[src/rtl/cache_miss_ctrl_if.sv]
// rtl/cache_miss_ctrl_if.sv - bundle of cache-miss, memory-port and pipeline-hold signals
//
// Purpose: groups every non-clock signal of cache_miss_ctrl.
//   slave  modport: used by the controller (miss/memory-ready inputs, memory/fill/done/hold outputs)
//   master modport: used by the caches, memory and pipeline that surround the controller
// Signals:
//   IM_miss, IM_miss_addr            I-cache miss level and missing byte address
//   DM_miss, DM_miss_addr            D-cache miss level and missing byte address
//   DM_dirty, DM_victim_addr         D-cache victim state and victim line byte address
//   mem_ready                        memory finishes the current word this cycle
//   mem_req, mem_we, mem_addr        memory transfer request, direction, word address
//   word_idx                         word within the line being transferred
//   IM_fill, DM_fill, DM_wb_rd       cache data-array strobes
//   IM_done, DM_done                 one-cycle service completion pulses
//   PCWrite..MWBWrite                pipeline HOLD (1 = register keeps its value)
interface cache_miss_ctrl_if #(
  parameter int WORD_BITS = 2
);
  logic                 IM_miss;
  logic [31:0]          IM_miss_addr;
  logic                 DM_miss;
  logic [31:0]          DM_miss_addr;
  logic                 DM_dirty;
  logic [31:0]          DM_victim_addr;
  logic                 mem_ready;
  logic                 mem_req;
  logic                 mem_we;
  logic [31:0]          mem_addr;
  logic [WORD_BITS-1:0] word_idx;
  logic                 IM_fill;
  logic                 DM_fill;
  logic                 DM_wb_rd;
  logic                 IM_done;
  logic                 DM_done;
  logic                 PCWrite;
  logic                 IFIDWrite;
  logic                 IDEXWrite;
  logic                 EXMWrite;
  logic                 MWBWrite;

  modport slave (
    input  IM_miss, IM_miss_addr, DM_miss, DM_miss_addr, DM_dirty, DM_victim_addr, mem_ready,
    output mem_req, mem_we, mem_addr, word_idx, IM_fill, DM_fill, DM_wb_rd, IM_done, DM_done,
    output PCWrite, IFIDWrite, IDEXWrite, EXMWrite, MWBWrite
  );

  modport master (
    output IM_miss, IM_miss_addr, DM_miss, DM_miss_addr, DM_dirty, DM_victim_addr, mem_ready,
    input  mem_req, mem_we, mem_addr, word_idx, IM_fill, DM_fill, DM_wb_rd, IM_done, DM_done,
    input  PCWrite, IFIDWrite, IDEXWrite, EXMWrite, MWBWrite
  );
endinterface

[src/rtl/cache_miss_ctrl.sv]
// rtl/cache_miss_ctrl.sv - I/D cache miss service controller sharing one memory port
//
// Purpose: arbitrates I-cache and D-cache misses onto one word-wide memory port,
//   writes back a dirty D-cache victim line before refilling, sequences the line
//   word by word and freezes the PC and all pipeline registers until the line is in.
// Ports:
//   clk  - clock, all state changes on posedge
//   rst  - asynchronous active-high reset
//   bus  - cache_miss_ctrl_if.slave: miss inputs, memory port, fill/done strobes, HOLDs
module cache_miss_ctrl #(
  parameter int WORD_BITS = 2
) (
  input  logic              clk,
  input  logic              rst,
  cache_miss_ctrl_if.slave  bus
);

  localparam int LINE_LSB = WORD_BITS + 2;

  typedef enum logic [2:0] {
    S_IDLE,
    S_WB,
    S_DFILL,
    S_IFILL,
    S_DONE
  } state_t;

  state_t               state_q;
  logic [WORD_BITS-1:0] cnt_q;
  // Only the line-number bits are kept; word and byte offsets come from cnt_q.
  logic [31:LINE_LSB]   line_q;
  logic                 src_q;    // 0 = I-cache, 1 = D-cache

  logic last_word;
  logic xfer_active;

  assign last_word   = (cnt_q == {WORD_BITS{1'b1}});
  assign xfer_active = (state_q == S_WB) || (state_q == S_DFILL) || (state_q == S_IFILL);

  always_ff @(posedge clk or posedge rst) begin
    if (rst) begin
      state_q <= S_IDLE;
      cnt_q   <= '0;
      line_q  <= '0;
      src_q   <= 1'b0;
    end else begin
      unique case (state_q)
        S_IDLE: begin
          // The D-side miss belongs to the older instruction, so it wins a tie.
          if (bus.DM_miss) begin
            src_q <= 1'b1;
            cnt_q <= '0;
            if (bus.DM_dirty) begin
              line_q  <= bus.DM_victim_addr[31:LINE_LSB];
              state_q <= S_WB;
            end else begin
              line_q  <= bus.DM_miss_addr[31:LINE_LSB];
              state_q <= S_DFILL;
            end
          end else if (bus.IM_miss) begin
            src_q   <= 1'b0;
            cnt_q   <= '0;
            line_q  <= bus.IM_miss_addr[31:LINE_LSB];
            state_q <= S_IFILL;
          end
        end
        S_WB: begin
          if (bus.mem_ready) begin
            if (last_word) begin
              // Victim is out; switch the line address to the refill target.
              line_q  <= bus.DM_miss_addr[31:LINE_LSB];
              cnt_q   <= '0;
              state_q <= S_DFILL;
            end else begin
              cnt_q <= cnt_q + 1'b1;
            end
          end
        end
        S_DFILL, S_IFILL: begin
          if (bus.mem_ready) begin
            if (last_word) begin
              cnt_q   <= '0;
              state_q <= S_DONE;
            end else begin
              cnt_q <= cnt_q + 1'b1;
            end
          end
        end
        S_DONE: begin
          state_q <= S_IDLE;
        end
        default: begin
          state_q <= S_IDLE;
        end
      endcase
    end
  end

  logic hold;

  // Misses feed HOLD directly so the pipeline freezes in the very cycle a miss appears.
  assign hold = (state_q != S_IDLE) || bus.IM_miss || bus.DM_miss;

  assign bus.mem_req   = xfer_active;
  assign bus.mem_we    = (state_q == S_WB);
  assign bus.mem_addr  = xfer_active ? {line_q, cnt_q, 2'b00} : 32'h0;
  assign bus.word_idx  = cnt_q;
  assign bus.IM_fill   = (state_q == S_IFILL) && bus.mem_ready;
  assign bus.DM_fill   = (state_q == S_DFILL) && bus.mem_ready;
  assign bus.DM_wb_rd  = (state_q == S_WB);
  assign bus.IM_done   = (state_q == S_DONE) && !src_q;
  assign bus.DM_done   = (state_q == S_DONE) && src_q;
  assign bus.PCWrite   = hold;
  assign bus.IFIDWrite = hold;
  assign bus.IDEXWrite = hold;
  assign bus.EXMWrite  = hold;
  assign bus.MWBWrite  = hold;

endmodule

[src/flat_wrapper.sv]
// flat-port wrapper written by rule: the top's interface ports become plain ports
module cache_miss_ctrl_flat 
#(
  parameter int WORD_BITS = 2
)
  (clk, rst, bus_IM_miss, bus_IM_miss_addr, bus_DM_miss, bus_DM_miss_addr, bus_DM_dirty, bus_DM_victim_addr, bus_mem_ready, bus_mem_req, bus_mem_we, bus_mem_addr, bus_word_idx, bus_IM_fill, bus_DM_fill, bus_DM_wb_rd, bus_IM_done, bus_DM_done, bus_PCWrite, bus_IFIDWrite, bus_IDEXWrite, bus_EXMWrite, bus_MWBWrite);
  cache_miss_ctrl_if #(.WORD_BITS(WORD_BITS)) bus_i ();
  input  logic clk;
  input  logic rst;
  input wire logic [$bits(bus_i.IM_miss)-1:0] bus_IM_miss;
  input wire logic [$bits(bus_i.IM_miss_addr)-1:0] bus_IM_miss_addr;
  input wire logic [$bits(bus_i.DM_miss)-1:0] bus_DM_miss;
  input wire logic [$bits(bus_i.DM_miss_addr)-1:0] bus_DM_miss_addr;
  input wire logic [$bits(bus_i.DM_dirty)-1:0] bus_DM_dirty;
  input wire logic [$bits(bus_i.DM_victim_addr)-1:0] bus_DM_victim_addr;
  input wire logic [$bits(bus_i.mem_ready)-1:0] bus_mem_ready;
  output wire logic [$bits(bus_i.mem_req)-1:0] bus_mem_req;
  output wire logic [$bits(bus_i.mem_we)-1:0] bus_mem_we;
  output wire logic [$bits(bus_i.mem_addr)-1:0] bus_mem_addr;
  output wire logic [$bits(bus_i.word_idx)-1:0] bus_word_idx;
  output wire logic [$bits(bus_i.IM_fill)-1:0] bus_IM_fill;
  output wire logic [$bits(bus_i.DM_fill)-1:0] bus_DM_fill;
  output wire logic [$bits(bus_i.DM_wb_rd)-1:0] bus_DM_wb_rd;
  output wire logic [$bits(bus_i.IM_done)-1:0] bus_IM_done;
  output wire logic [$bits(bus_i.DM_done)-1:0] bus_DM_done;
  output wire logic [$bits(bus_i.PCWrite)-1:0] bus_PCWrite;
  output wire logic [$bits(bus_i.IFIDWrite)-1:0] bus_IFIDWrite;
  output wire logic [$bits(bus_i.IDEXWrite)-1:0] bus_IDEXWrite;
  output wire logic [$bits(bus_i.EXMWrite)-1:0] bus_EXMWrite;
  output wire logic [$bits(bus_i.MWBWrite)-1:0] bus_MWBWrite;
  assign bus_i.IM_miss = bus_IM_miss;
  assign bus_i.IM_miss_addr = bus_IM_miss_addr;
  assign bus_i.DM_miss = bus_DM_miss;
  assign bus_i.DM_miss_addr = bus_DM_miss_addr;
  assign bus_i.DM_dirty = bus_DM_dirty;
  assign bus_i.DM_victim_addr = bus_DM_victim_addr;
  assign bus_i.mem_ready = bus_mem_ready;
  assign bus_mem_req = bus_i.mem_req;
  assign bus_mem_we = bus_i.mem_we;
  assign bus_mem_addr = bus_i.mem_addr;
  assign bus_word_idx = bus_i.word_idx;
  assign bus_IM_fill = bus_i.IM_fill;
  assign bus_DM_fill = bus_i.DM_fill;
  assign bus_DM_wb_rd = bus_i.DM_wb_rd;
  assign bus_IM_done = bus_i.IM_done;
  assign bus_DM_done = bus_i.DM_done;
  assign bus_PCWrite = bus_i.PCWrite;
  assign bus_IFIDWrite = bus_i.IFIDWrite;
  assign bus_IDEXWrite = bus_i.IDEXWrite;
  assign bus_EXMWrite = bus_i.EXMWrite;
  assign bus_MWBWrite = bus_i.MWBWrite;
  cache_miss_ctrl #(.WORD_BITS(WORD_BITS)) u_core (.clk(clk), .rst(rst), .bus(bus_i));
endmodule
[config.mk]
export PLATFORM = sky130hd
export DESIGN_NAME = cache_miss_ctrl_flat
export DESIGN_NICKNAME = d
export VERILOG_FILES = /design/src/rtl/cache_miss_ctrl_if.sv /design/src/rtl/cache_miss_ctrl.sv /design/src/flat_wrapper.sv
export SDC_FILE = /design/constraint.sdc
export NUM_CORES = 1
export LEC_CHECK = 0
export BUFFER_PORTS_ARGS = -buffer_cell sky130_fd_sc_hd__buf_2
export CORE_UTILIZATION = 45
export CTS_BUF_LIST = sky130_fd_sc_hd__clkbuf_4
export DETAILED_ROUTE_END_ITERATION = 6
export GPL_ROUTABILITY_DRIVEN = 0
export PLACE_DENSITY = 0.79
export SYNTH_ARGS = -nofsm -noshare
export SYNTH_HDL_FRONTEND = slang
export SYNTH_SLANG_ARGS = --single-unit
[constraint.sdc]
create_clock -name clk -period 1.92 [get_ports clk]
set_input_delay 0.384 -clock clk [delete_from_list [all_inputs] [get_ports clk]]
set_output_delay 0.384 -clock clk [all_outputs]
set_load 0.05 [all_outputs]
Yosys cells after proc, flatten, opt, wreduce, memory -nomap -nowiden:

Index checks and enable logic that the tools add are counted.
Widths: inputs -> output; s select.

* output and inout port bits: 46
* logic and storage cells: 58
* register bits: 34

* multiplexer cells: 22
* add/sub/neg operators: 1
* equality and inequality tests: 11
* reduce and logical (&&, ||, !) cells: 20

Operators by type and width (count)
* $mux 28: 5
* $pmux 28 s2: 1
* $mux 32: 1
* $mux 3: 6
* $mux 2: 5
* $pmux 3 s3: 1
* $eq 3x2->1 const B: 2
* $ne 2x1->1 const B: 3
* $reduce_bool 2->1: 3
* $reduce_and 5->1: 1
* $logic_and 1x1->1: 4
* $logic_or 1x1->1: 4
* $ne 2x2->1 const B: 2
* $pmux 2 s2: 1
* $reduce_and 4->1: 1
* $eq 3x1->1 const B: 1
* $eq 3x3->1 const B: 1
* $logic_not 3->1: 1
* $ne 3x3->1 const B: 1
* $reduce_and 3->1: 1
* $reduce_bool 3->1: 1
* $reduce_or 3->1: 1
* $add 2x1->2 const B: 1
* $eq 2x2->1 const B: 1
* other kinds (4): 5

Logic depth before layout (Yosys ltp):

* depth in word-level cells: 4
* depth in mapped cells: 8
* mapped depth without buffers: 5

Least setup slack after synthesis:

OpenSTA, ideal clock, no wires.

* kind: reg-to-output
* from: register u_core.state_q[1]
* to: output port bus_mem_addr[12]
* arrival time: 1.880 ns
* required time: 1.536 ns
* cell stages (with the launch flop): 5
* path buffers: 1
* slack: -0.344 ns
* cells stage by stage: dfrtp_1 > nor2_1 > nor2_1 > clkbuf_1 > and2_1

* longest elaborated chain between the ends: 4

RTL lines
* start: declaration: RTL line cache_miss_ctrl.sv:28 `state_t state_q;`
* start signal: assignment: RTL line cache_miss_ctrl.sv:42 `state_q <= S_IDLE;`
* start signal: assignment: RTL line cache_miss_ctrl.sv:55 `state_q <= S_WB;`
* start signal: assignment: RTL line cache_miss_ctrl.sv:58 `state_q <= S_DFILL;`
* $eq 3x1->1 / $eq 3x2->1 (equally long branches): RTL line cache_miss_ctrl.sv:38 `assign xfer_active = (state_q == S_WB) || (state_q == S_DFILL) || (state_q == S_IFILL);`
* $logic_or 1x1->1: RTL line cache_miss_ctrl.sv:38
* $logic_or 1x1->1 (*): RTL line cache_miss_ctrl.sv:38
* named net bus_mem_req: RTL line flat_wrapper.sv:17 `output wire logic [$bits(bus_i.mem_req)-1:0] bus_mem_req;`
* $mux 32 (*): RTL line cache_miss_ctrl.sv:106 `assign bus.mem_addr = xfer_active ? {line_q, cnt_q, 2'b00} : 32'h0;`
* end: declaration: RTL line flat_wrapper.sv:19 `output wire logic [$bits(bus_i.mem_addr)-1:0] bus_mem_addr;`

Mark *: on every way through the listed nets, which the timed path passes. The rest lies on a longest branch.

Worst setup path after layout:

* from: register u_core.state_q[1]
* to: register u_core.line_q[13] (netlist name)

* longest elaborated chain between the ends: 3

RTL lines
* $eq 3x1->1 / $logic_not 3->1 (equally long branches): RTL line cache_miss_ctrl.sv:47 `unique case (state_q)`
* $ne 2x1->1 (no line) (tied with other cells)
* $reduce_and 4->1 (no line)
* end signal: assignment: RTL line cache_miss_ctrl.sv:54 `line_q <= bus.DM_victim_addr[31:LINE_LSB];`
* end signal: assignment: RTL line cache_miss_ctrl.sv:57 `line_q <= bus.DM_miss_addr[31:LINE_LSB];`
* end signal: assignment: RTL line cache_miss_ctrl.sv:63 `line_q <= bus.IM_miss_addr[31:LINE_LSB];`
* end: declaration: RTL line cache_miss_ctrl.sv:31 `logic [31:LINE_LSB] line_q;`

Several ways; a longest one is shown, not always the timed one.
A chain may end at the register's enable or synchronous reset.

==> reports/qor.yml <==
initial_antenna_violation_count: 0
drt_pre_antenna_iters: 4
routed_wire_length_per_instance_um: 20.5
grt_overflow: 0
fraction_of_the_mapped_netlist_area_in_compound_gates: 0.326
postCtsHoldBufs: 0
worstHoldPathType: "input port to async pin"
powerDensity_nw_per_um2: 1980
leakage_uw: 0.00198
required_ns: 2.16
slowest_stage: "sky130_fd_sc_hd__dfrtp_1"
register_area_um2: 852
setup-violations-final: 68
cts_made_buffers: 5
max_transition_margin: 0.102
syn_inst: 278
crit_path_cell_trace: "buf_4 -> or3b_4 -> buf_8 -> buf_16 -> a32o_2 -> a2111oi_4 -> a21oi_1"
die_footprint_um2: 6510
grt_use_total: 0.302
post_synthesis_simple_gate_area_fraction: 0.172
fin_nets: 532
synth_sequential_area_ratio: 0.305
final_min_period_over_clock_period: 1.08
synth_cell_types: 32
clock.fmax_mhz: 484
synth_xor_xnor_area_share: 0
path_max_fanout: 14
antenna_violation_net_count_after_detailed_routing: 0
die_span_in_y_um: 80.7
ys_ff_latch: 34
cts-root-buf: "sky130_fd_sc_hd__clkbuf_4"
timing_max_transition_violations_final: 0
post_synth_mux_area_share: 0.101
endpoint_kind: "flip-flop"
synth-warning-count: 0
synth_top_family_by_area: "compound AO/OA/AOI/OAI gates"
timing_worst_setup_path_type: "flip-flop to flip-flop"
setup_tns_ns: -5.45
synth_top_cell_area_share: 0.305
syn_to_final_growth_pct: 65.6
global_route_wire_length_before_repair_mm: 14.8
grt_max_degree: 35
ir_worst_vdd_mv: 1.31
max_stage_delay_ns: 0.42
synth_adder_area_share: 0.00449
vias: 3114
row_cnt: 28
syn-mean-instance-area_um2: 10.0
count_of_fill_cells_added_during_filler_insertion: 374
route.detailed.drc: 0
tritoncts_clock_tree: "built"
stdcell_count: 505
synth.largest_area_cell: "sky130_fd_sc_hd__dfrtp_1"
run_status: "finished with violations"
finalCriticalPeriod_ns: 2.07
dp.cells: 468
dominantRegCellSynth: "sky130_fd_sc_hd__dfrtp_1"
slew_of_the_pin_with_the_lowest_slew_margin_ns: 1.34
post_drt_via_cell_ratio: 6.17
worst_setup_path_start_kind: "flip-flop"
clock-sinks: 34
die_x_um: 80.7
unrepaired_setup_endpoints_after_global_routing: "yes"
final_critical_path_setup_slack_ns: -0.147
cap_viol_max_count: 0
clk_pin_slew_ns: 0.12
drt_wl_total_mm: 10.3
start_util: 0.468
core_um2: 5960
io_buffer_count: 133
finalHoldViolations: 0
via_count_of_the_first_global_routing_pass: 2959
cp_data_arrival_time_ns: 2.30
netlist_area_um2: 2790
worstSkewPairLatency_ns: 0.36
hpwlAfterDp_mm: 5.42
ioPinCount: 148
cts-root-to-sink-buffers: 2
h-tree-depth: 2
multiInputGateArea_um2: 2010
violations: "negative setup slack"
cp_num_buf_inv: 3
critPathTopFamily: "compound AO/OA/AOI/OAI gates"
dr.first_iter.drc_count: 209
hold_slack_ns: 0.119
drive_above_1_share: 0.649
synth_edf_count: 0
ys_async_sr_fraction: 1.00
ys_top_cells_by_area: "sky130_fd_sc_hd__dfrtp_1 (31%), sky130_fd_sc_hd__a2111oi_2 (15%), sky130_fd_sc_hd__a32o_1 (10%), sky130_fd_sc_hd__mux2i_1 (9.7%), sky130_fd_sc_hd__and2_1 (7.0%)"
antenna_cells: 0
post_route_skew_ns: 0.0172
[sequential cells by signal (all words and copies together) (netlist names)]
name                 cells
u_core.bus.word_idx      2
u_core.line_q           28
u_core.state_q           3
u_core.src_q             1
[logic make-up after synthesis]
| family | Yosys count |
|---|---|
| AO/OA/AOI/OAI | 94 |
| buffers and inverters | 40 |
| adder cells (fa/ha/maj) | 1 |
| other | 1 |
| flip-flops | 34 |
| multiplexers | 28 |
| AND/OR/NAND/NOR | 80 |
[synthesized netlist by cell type (all sizes together), types with 4 or more instances]
| master | instances |
|---|---|
| and2 | 31 |
| nor2 | 7 |
| and3 | 30 |
| dfrtp | 34 |
| mux2i | 27 |
| clkbuf | 15 |
| a32o | 29 |
| inv | 4 |
| a2111oi | 27 |
| a21oi | 29 |
| buf | 21 |
| nand2 | 5 |
| o21ai | 4 |
[stage by stage]
| step | worst slack (ns) | area (um2) | util | power, uW |
|---|---|---|---|---|
| after CTS | -0.0979 | 4340 | 0.729 | 8610 |
| final | -0.147 | 4610 | 0.774 | 9130 |
| after global placement | -0.275 | 3560 | 0.597 | 6180 |
| after floorplan | 0.0230 | 2810 | - | 5240 |
| after detailed placement | -0.294 | 3560 | 0.597 | 6270 |
| after global routing | -0.212 | 4610 | 0.774 | 9520 |
[per-layer routing]
metal / up-vias / global-route usage / share of wire
li1: 1388 / - / -
met1: 1512 / 0.362 / 0.37
met2: 190 / 0.531 / 0.53
met3: 24 / 0.0625 / 0.083
met4: 0 / 0.100 / 0.022
met5: - / 0 / 0
[placed cells by master, fill, tap and decap left out, types with 17 or more instances in the layout]
cell type and n:
sky130_fd_sc_hd__a2111oi_2 20, sky130_fd_sc_hd__a21oi_1 29, sky130_fd_sc_hd__a32o_1 25, sky130_fd_sc_hd__and2_4 21
sky130_fd_sc_hd__and3_1 17, sky130_fd_sc_hd__buf_2 91, sky130_fd_sc_hd__buf_4 17, sky130_fd_sc_hd__buf_6 30
sky130_fd_sc_hd__buf_8 29, sky130_fd_sc_hd__dfrtp_1 33, sky130_fd_sc_hd__mux2i_1 23
[where the power goes]
part | leakage [uW] | total (uW) | internal, uW | switching, uW
Combinational | 0.00157 | 7390 | 3300 | 4090
Clock | 0.0000331 | 418 | 152 | 266
Sequential | 0.000385 | 1320 | 1080 | 247
Total | 0.00198 | 9130 | 4530 | 4600
[tightest hold or removal path, delay by kind of cell]
kind / cells / cell delay, ns
buf+inv: 3 / 0.53
[area by class of cell]
class / instances / share of cell area
multi-input combinational: 207 / 0.436
timing repair buffer: 177 / 0.343
sequential: 34 / 0.185
tap: 75 / 0.0203
clock buffer: 6 / 0.00977
inverter: 4 / 0.00434
clock inverter: 2 / 0.00190
[worst paths after layout]
check | to | slack, ns | from | cells past startpoint
min in group clk | u_core.line_q[17] | 0.33 | bus_DM_miss_addr[17] | 3
min reg2reg | u_core.line_q[21] | 0.52 | u_core.line_q[21] | 1
min | u_core.src_q | 0.12 | rst | 3
max reg2reg | u_core.line_q[13] | -0.15 | u_core.state_q[1] | 7
max | u_core.line_q[13] | -0.15 | u_core.state_q[1] | 7
max in group asynchronous | u_core.state_q[2] | 1.47 | rst | 3
[repair_timing]
action | CTS | global route
gates resized for setup | 160 | 41
pin swaps | 13 | 27
endpoints found under the setup margin | 69 | 70
setup buffers | 17 | 6
gates cloned | 4 | 3
Note: power is estimated with default switching activity, not from simulation.
